$ cat config.mk
export PLATFORM = sky130hd
export DESIGN_NAME = spi_slave_tx
export DESIGN_NICKNAME = d
export VERILOG_FILES = /design/src/rtl/spi_slave_tx.sv
export SDC_FILE = /design/constraint.sdc
export NUM_CORES = 1
export LEC_CHECK = 0
export CORE_MARGIN = 1.5
export CORE_UTILIZATION = 55
export DETAILED_ROUTE_END_ITERATION = 10
export PLACE_DENSITY = 0.81
export SYNTH_ARGS = -nofsm -noshare
export SYNTH_HDL_FRONTEND = slang
export SYNTH_SLANG_ARGS = --single-unit
$ cat constraint.sdc
create_clock -name CLK_I -period 2.5 [get_ports CLK_I]
set_input_delay 0.5 -clock CLK_I [delete_from_list [all_inputs] [get_ports CLK_I]]
set_output_delay 0.5 -clock CLK_I [all_outputs]
set_load 0.02 [all_outputs]
$ cat src/rtl/spi_slave_tx.sv
// SPI slave MISO transmit path: oversampled SCLK/CS_N, one-word prefetch hold,
// MSB-first shifter with underrun fill and byte-done/underrun status pulses.
module spi_slave_tx #(
   parameter int unsigned       WIDTH       = 8,
   parameter int unsigned       SYNC_STAGES = 2,
   parameter logic              CPOL        = 1'b0,
   parameter logic              CPHA        = 1'b0,
   parameter logic [WIDTH-1:0]  IDLE_FILL   = {WIDTH{1'b1}}
) (
   input  logic             CLK_I,
   input  logic             RST_I,
   input  logic             S_WVALID,
   output logic             S_WREADY,
   input  logic [WIDTH-1:0] S_WDATA,
   input  logic             SPI_CS_N_I,
   input  logic             SPI_SCLK_I,
   output logic             SPI_MISO_O,
   output logic             SPI_MISO_OE_O,
   output logic             BYTE_DONE_O,
   output logic             UNDERRUN_O
);

   localparam int unsigned CntW   = (WIDTH > 1) ? $clog2(WIDTH) : 1;
   localparam int unsigned FlushW = $clog2(SYNC_STAGES + 2);

   localparam logic [1:0] StIdle   = 2'd0;
   localparam logic [1:0] StArm    = 2'd1;
   localparam logic [1:0] StShift  = 2'd2;
   localparam logic [1:0] StWaitCs = 2'd3;

   logic [SYNC_STAGES-1:0] cs_sync_q, sclk_sync_q;
   logic                   cs_prev_q, sclk_prev_q;
   logic                   cs_s, sclk_s;
   logic                   cs_fall, cs_rise, lead, trail, shift_edge;

   logic [1:0]        state_q, state_d;
   logic [WIDTH-1:0]  hold_q, hold_d;
   logic              hold_valid_q, hold_valid_d;
   logic [WIDTH-1:0]  shreg_q, shreg_d;
   logic [CntW-1:0]   bit_cnt_q, bit_cnt_d;
   logic [FlushW-1:0] flush_cnt_q, flush_cnt_d;
   logic              wready_q, miso_q, oe_q, byte_done_q, underrun_q;
   logic              byte_done_d, underrun_d, load, accept;

   assign cs_s       = cs_sync_q[SYNC_STAGES-1];
   assign sclk_s     = sclk_sync_q[SYNC_STAGES-1];
   assign cs_fall    = cs_prev_q & ~cs_s;
   assign cs_rise    = ~cs_prev_q & cs_s;
   assign lead       = (sclk_prev_q == CPOL) & (sclk_s != CPOL);
   assign trail      = (sclk_prev_q != CPOL) & (sclk_s == CPOL);
   assign shift_edge = CPHA ? lead : trail;
   assign accept     = S_WVALID & wready_q;

   always_ff @(posedge CLK_I) begin
      if (RST_I) begin
         cs_sync_q   <= '1;
         sclk_sync_q <= {SYNC_STAGES{CPOL}};
         cs_prev_q   <= 1'b1;
         sclk_prev_q <= CPOL;
      end else begin
         cs_sync_q   <= {cs_sync_q[SYNC_STAGES-2:0], SPI_CS_N_I};
         sclk_sync_q <= {sclk_sync_q[SYNC_STAGES-2:0], SPI_SCLK_I};
         cs_prev_q   <= cs_s;
         sclk_prev_q <= sclk_s;
      end
   end

   always_comb begin
      state_d      = state_q;
      hold_d       = hold_q;
      hold_valid_d = hold_valid_q;
      shreg_d      = shreg_q;
      bit_cnt_d    = bit_cnt_q;
      byte_done_d  = 1'b0;
      underrun_d   = 1'b0;
      load         = 1'b0;
      flush_cnt_d  = (flush_cnt_q != '0) ? flush_cnt_q - FlushW'(1) : '0;

      if (accept) begin
         hold_d       = S_WDATA;
         hold_valid_d = 1'b1;
      end

      case (state_q)
         StIdle: begin
            // Until the synchronizers have flushed, a low CS_N means we woke up mid-frame.
            if (flush_cnt_q != '0) begin
               if (!cs_s) state_d = StWaitCs;
            end else if (cs_fall) begin
               if (CPHA) begin
                  state_d = StArm;
               end else begin
                  load    = 1'b1;
                  state_d = StShift;
               end
            end
         end
         StArm: begin
            if (cs_rise) begin
               state_d = StIdle;
            end else if (lead) begin
               load    = 1'b1;
               state_d = StShift;
            end
         end
         StShift: begin
            if (cs_rise) begin
               state_d = StIdle;
            end else if (shift_edge) begin
               if (bit_cnt_q == CntW'(WIDTH - 1)) begin
                  byte_done_d = 1'b1;
                  load        = 1'b1;
               end else begin
                  shreg_d   = shreg_q << 1;
                  bit_cnt_d = bit_cnt_q + CntW'(1);
               end
            end
         end
         StWaitCs: begin
            if (cs_s) state_d = StIdle;
         end
         default: state_d = StIdle;
      endcase

      if (load) begin
         if (hold_valid_q) begin
            shreg_d      = hold_q;
            hold_valid_d = 1'b0;
         end else begin
            shreg_d    = IDLE_FILL;
            underrun_d = 1'b1;
         end
         bit_cnt_d = '0;
      end
   end

   always_ff @(posedge CLK_I) begin
      if (RST_I) begin
         state_q      <= StIdle;
         hold_q       <= '0;
         hold_valid_q <= 1'b0;
         shreg_q      <= IDLE_FILL;
         bit_cnt_q    <= '0;
         flush_cnt_q  <= FlushW'(SYNC_STAGES + 1);
         wready_q     <= 1'b0;
         miso_q       <= 1'b1;
         oe_q         <= 1'b0;
         byte_done_q  <= 1'b0;
         underrun_q   <= 1'b0;
      end else begin
         state_q      <= state_d;
         hold_q       <= hold_d;
         hold_valid_q <= hold_valid_d;
         shreg_q      <= shreg_d;
         bit_cnt_q    <= bit_cnt_d;
         flush_cnt_q  <= flush_cnt_d;
         wready_q     <= ~hold_valid_d;
         // MISO idles high outside SHIFT so ARM never shows stale shifter contents.
         miso_q       <= (state_d == StShift) ? shreg_d[WIDTH-1] : 1'b1;
         oe_q         <= (state_d == StArm) || (state_d == StShift);
         byte_done_q  <= byte_done_d;
         underrun_q   <= underrun_d;
      end
   end

   assign S_WREADY      = wready_q;
   assign SPI_MISO_O    = miso_q;
   assign SPI_MISO_OE_O = oe_q;
   assign BYTE_DONE_O   = byte_done_q;
   assign UNDERRUN_O    = underrun_q;

endmodule

==> results.sh <==
export IMPL_grt_max_degree=22
export IMPL_critical_path_top_delay_family="buffers and inverters"
export IMPL_powerDensity_mw_per_mm2=598
export IMPL_row_count=18
export IMPL_cts_setup_buffers=0
export IMPL_hold_viol=0
export IMPL_ir_drop_mv=0.500
export IMPL_rsz0062_at_grt="no"
export IMPL_synth_area_leaders="dfxtp_1 (48%), a221o_1 (4.1%), a21o_1 (4.1%), nor2b_1 (3.8%), nand2_1 (3.3%)"
export IMPL_synth_cell_types=38
export IMPL_relSlewSlack_pct=60.9
export IMPL_drv_slew=0
export IMPL_ys_ff_latch=35
export IMPL_die_area_mm2=0.00299
export IMPL_synth_cells=152
export IMPL_fin_ws_ps=490
export IMPL_status="finished clean"
export IMPL_skew_ps=19.7
export IMPL_cts_tree="done"
export IMPL_place_area_mm2=0.00164
export IMPL_path_class="flop to output port"
export IMPL_synth_top_area_share_pct=47.7
export IMPL_startpoint_type="flop"
export IMPL_postRouteAntennaNets=0
export IMPL_crit_required_ps=2000
export IMPL_final_min_clock_period_ps=2010
export IMPL_drv_cap=0
export IMPL_hp_class="flop to flop"
export IMPL_antenna_diode_count=0
export IMPL_fin_crit_sh_pct=80.4
export IMPL_core_area_mm2=0.00250
export IMPL_die_h_um=54.7
export IMPL_yosysSeqAreaShare_pct=47.7
export IMPL_ioPinCount=18
export IMPL_drtIter0Drc=22
export IMPL_place_ws_ps=518
export IMPL_viasPerCell=5.64
export IMPL_synth_edf_count=0
export IMPL_r2r_slack_ps=640
export IMPL_post_dp_hpwl_mm=1.92
export IMPL_clock_latency_ps=340
export IMPL_area_delta_synth_final_pct=15.6
export IMPL_syn_cell_area_mm2=0.00147
export IMPL_critPathSlowestCell="clkdlybuf4s50_1"
export IMPL_worst_pin_slew_ps=585
export IMPL_clockRootBuffer="clkbuf_4"
export IMPL_setup_viol=0
export IMPL_grt_overflow=0
export IMPL_grt_pass1_vias=1017
export IMPL_antenna_found_initial=0
export IMPL_total_power_w=0.00102
export IMPL_port_buffers=17
export IMPL_clk_pin_slew_ps=100
export IMPL_wl_mm=2.67
export IMPL_wl_per_cell_um=13.4
export IMPL_die_w_um=54.7
export IMPL_cp_max_fo=10
export IMPL_tns_ps=0
export IMPL_postSynthAreaPerCell_um2=9.66
export IMPL_grt_pass1_wl_mm=4.47
export IMPL_ys_async_sr_fraction_pct=0
export IMPL_synth_ff_type="dfxtp_1"
export IMPL_place_gp_congestion=0.768
export IMPL_drcViolationCount=0
export IMPL_synth_largest_area_cell="dfxtp_1"
export IMPL_path_buf_inv=1
export IMPL_p_leak_nw=0.647
export IMPL_numCtsBuffers=5
export IMPL_grt_usage_pct=21.2
export IMPL_first_pass_iters=4
export IMPL_vias=1122
export IMPL_max_stage_delay_ps=670
export IMPL_drive_above_1_share_pct=10.7
export IMPL_worstSetupEndpointType="output port"
export IMPL_cts_hold_fix_buffers=0
export IMPL_cts_sinks=35
export IMPL_initial_utilization_pct=58.8
export IMPL_cp_arrival_ps=1510
export IMPL_fmax_mhz=497
export IMPL_syn_num_nets=168
export IMPL_fin_nets=184
export IMPL_cts_resized=0
export IMPL_final_area_mm2=0.00170
export IMPL_h_tree_depth=2
export IMPL_path_cells="clkdlybuf4s50_1"
export IMPL_cts_buffer_depth=2
export IMPL_yosysWarnings=0
-- metal layers --
| metal | global-route usage, % | wire [um] | vias up |
|---|---|---|---|
| met3 | 7.10 | 112 | 9 |
| met5 | 0 | 0 | - |
| met4 | 11.3 | 63 | 0 |
| li1 | - | - | 572 |
| met2 | 31.5 | 1210 | 22 |
| met1 | 26.9 | 1280 | 519 |
-- metrics by stage --
stage / hold WS, ps / instances / util [%]
final: 422 / 199 / 67.9
after global routing: 444 / 199 / 67.9
after CTS: 423 / 199 / 67.9
after detailed placement: 398 / 191 / 65.8
after global placement: 392 / 191 / 65.8
after floorplan: 389 / 152 / -
-- power by group --
| part | total [W] | switching [W] | internal [W] |
|---|---|---|---|
| Sequential | 0.000610 | 0.0000277 | 0.000583 |
| Combinational | 0.000113 | 0.0000513 | 0.0000619 |
| Clock | 0.000293 | 0.000184 | 0.000108 |
-- cell families (layout without fill, tap and decap cells) --
| kind of cell | after synthesis | count (layout) | synth area share [%] |
|---|---|---|---|
| multiplexers | 4 | 4 | 2.73 |
| AND/OR/NAND/NOR | 62 | 62 | 24.5 |
| flip-flops | 35 | 35 | 47.7 |
| AO/OA/AOI/OAI | 33 | 33 | 17.6 |
| XOR/XNOR | 1 | 1 | 0.596 |
| buffers and inverters | 14 | 31 | 4.26 |
| adder cells (fa/ha/maj) | 3 | 3 | 2.56 |
-- synthesized netlist by cell type (all sizes together), types with 2 or more instances --
master / count
a221o: 6
a211oi: 2
nand2: 13
nand3: 10
dfxtp: 35
buf: 5
ha: 3
mux2i: 4
nor2b: 9
clkbuf: 5
nor3: 4
a21oi: 9
nand2b: 8
inv: 4
a32oi: 2
nor2: 7
a21o: 8
or2: 3
-- cells in the final DEF (no fill, tap or decap), types with 3 or more instances in the layout --
master           Yosys  routed
nand3_1              9       9
clkbuf_4             0       5
a21oi_1              9       9
nand2b_1             7       7
clkdlybuf4s50_1      0      17
dfxtp_1             35      35
nor2b_1              9       9
nand2_1             13      13
a21o_1               8       8
a221o_1              6       6
inv_1                4       4
ha_1                 3       3
nor2_1               7       7
nor3_1               4       4
mux2i_1              4       4
or2_2                3       3
-- cell type report --
class / count / area, um2
Timing Repair Buffer: 19 / 185
Multi-Input combinational cell: 103 / 706
Clock buffer: 6 / 41.3
Tap cell: 30 / 37.5
Inverter: 4 / 15.0
Clock inverter: 2 / 12.5
Sequential cell: 35 / 701
Fill cell: 190 / 802
-- registers in the layout (all words and copies together), names as in the netlist, 2 cells and up --
name and cells:
shreg_q 8, sclk_sync_q 2, state_q 2, cs_sync_q 2, flush_cnt_q 2, hold_q 8
bit_cnt_q 3
-- final timing paths --
path / end / cells after the start / from
worst max-delay path: S_WREADY / 1 / S_WREADY
worst min-delay path: cs_sync_q[1] / 1 / cs_sync_q[0]
worst max register to register: SPI_MISO_O / 7 / state_q[0]
worst min register to register: cs_sync_q[1] / 1 / cs_sync_q[0]
Note: power is estimated with default switching activity, not from simulation.
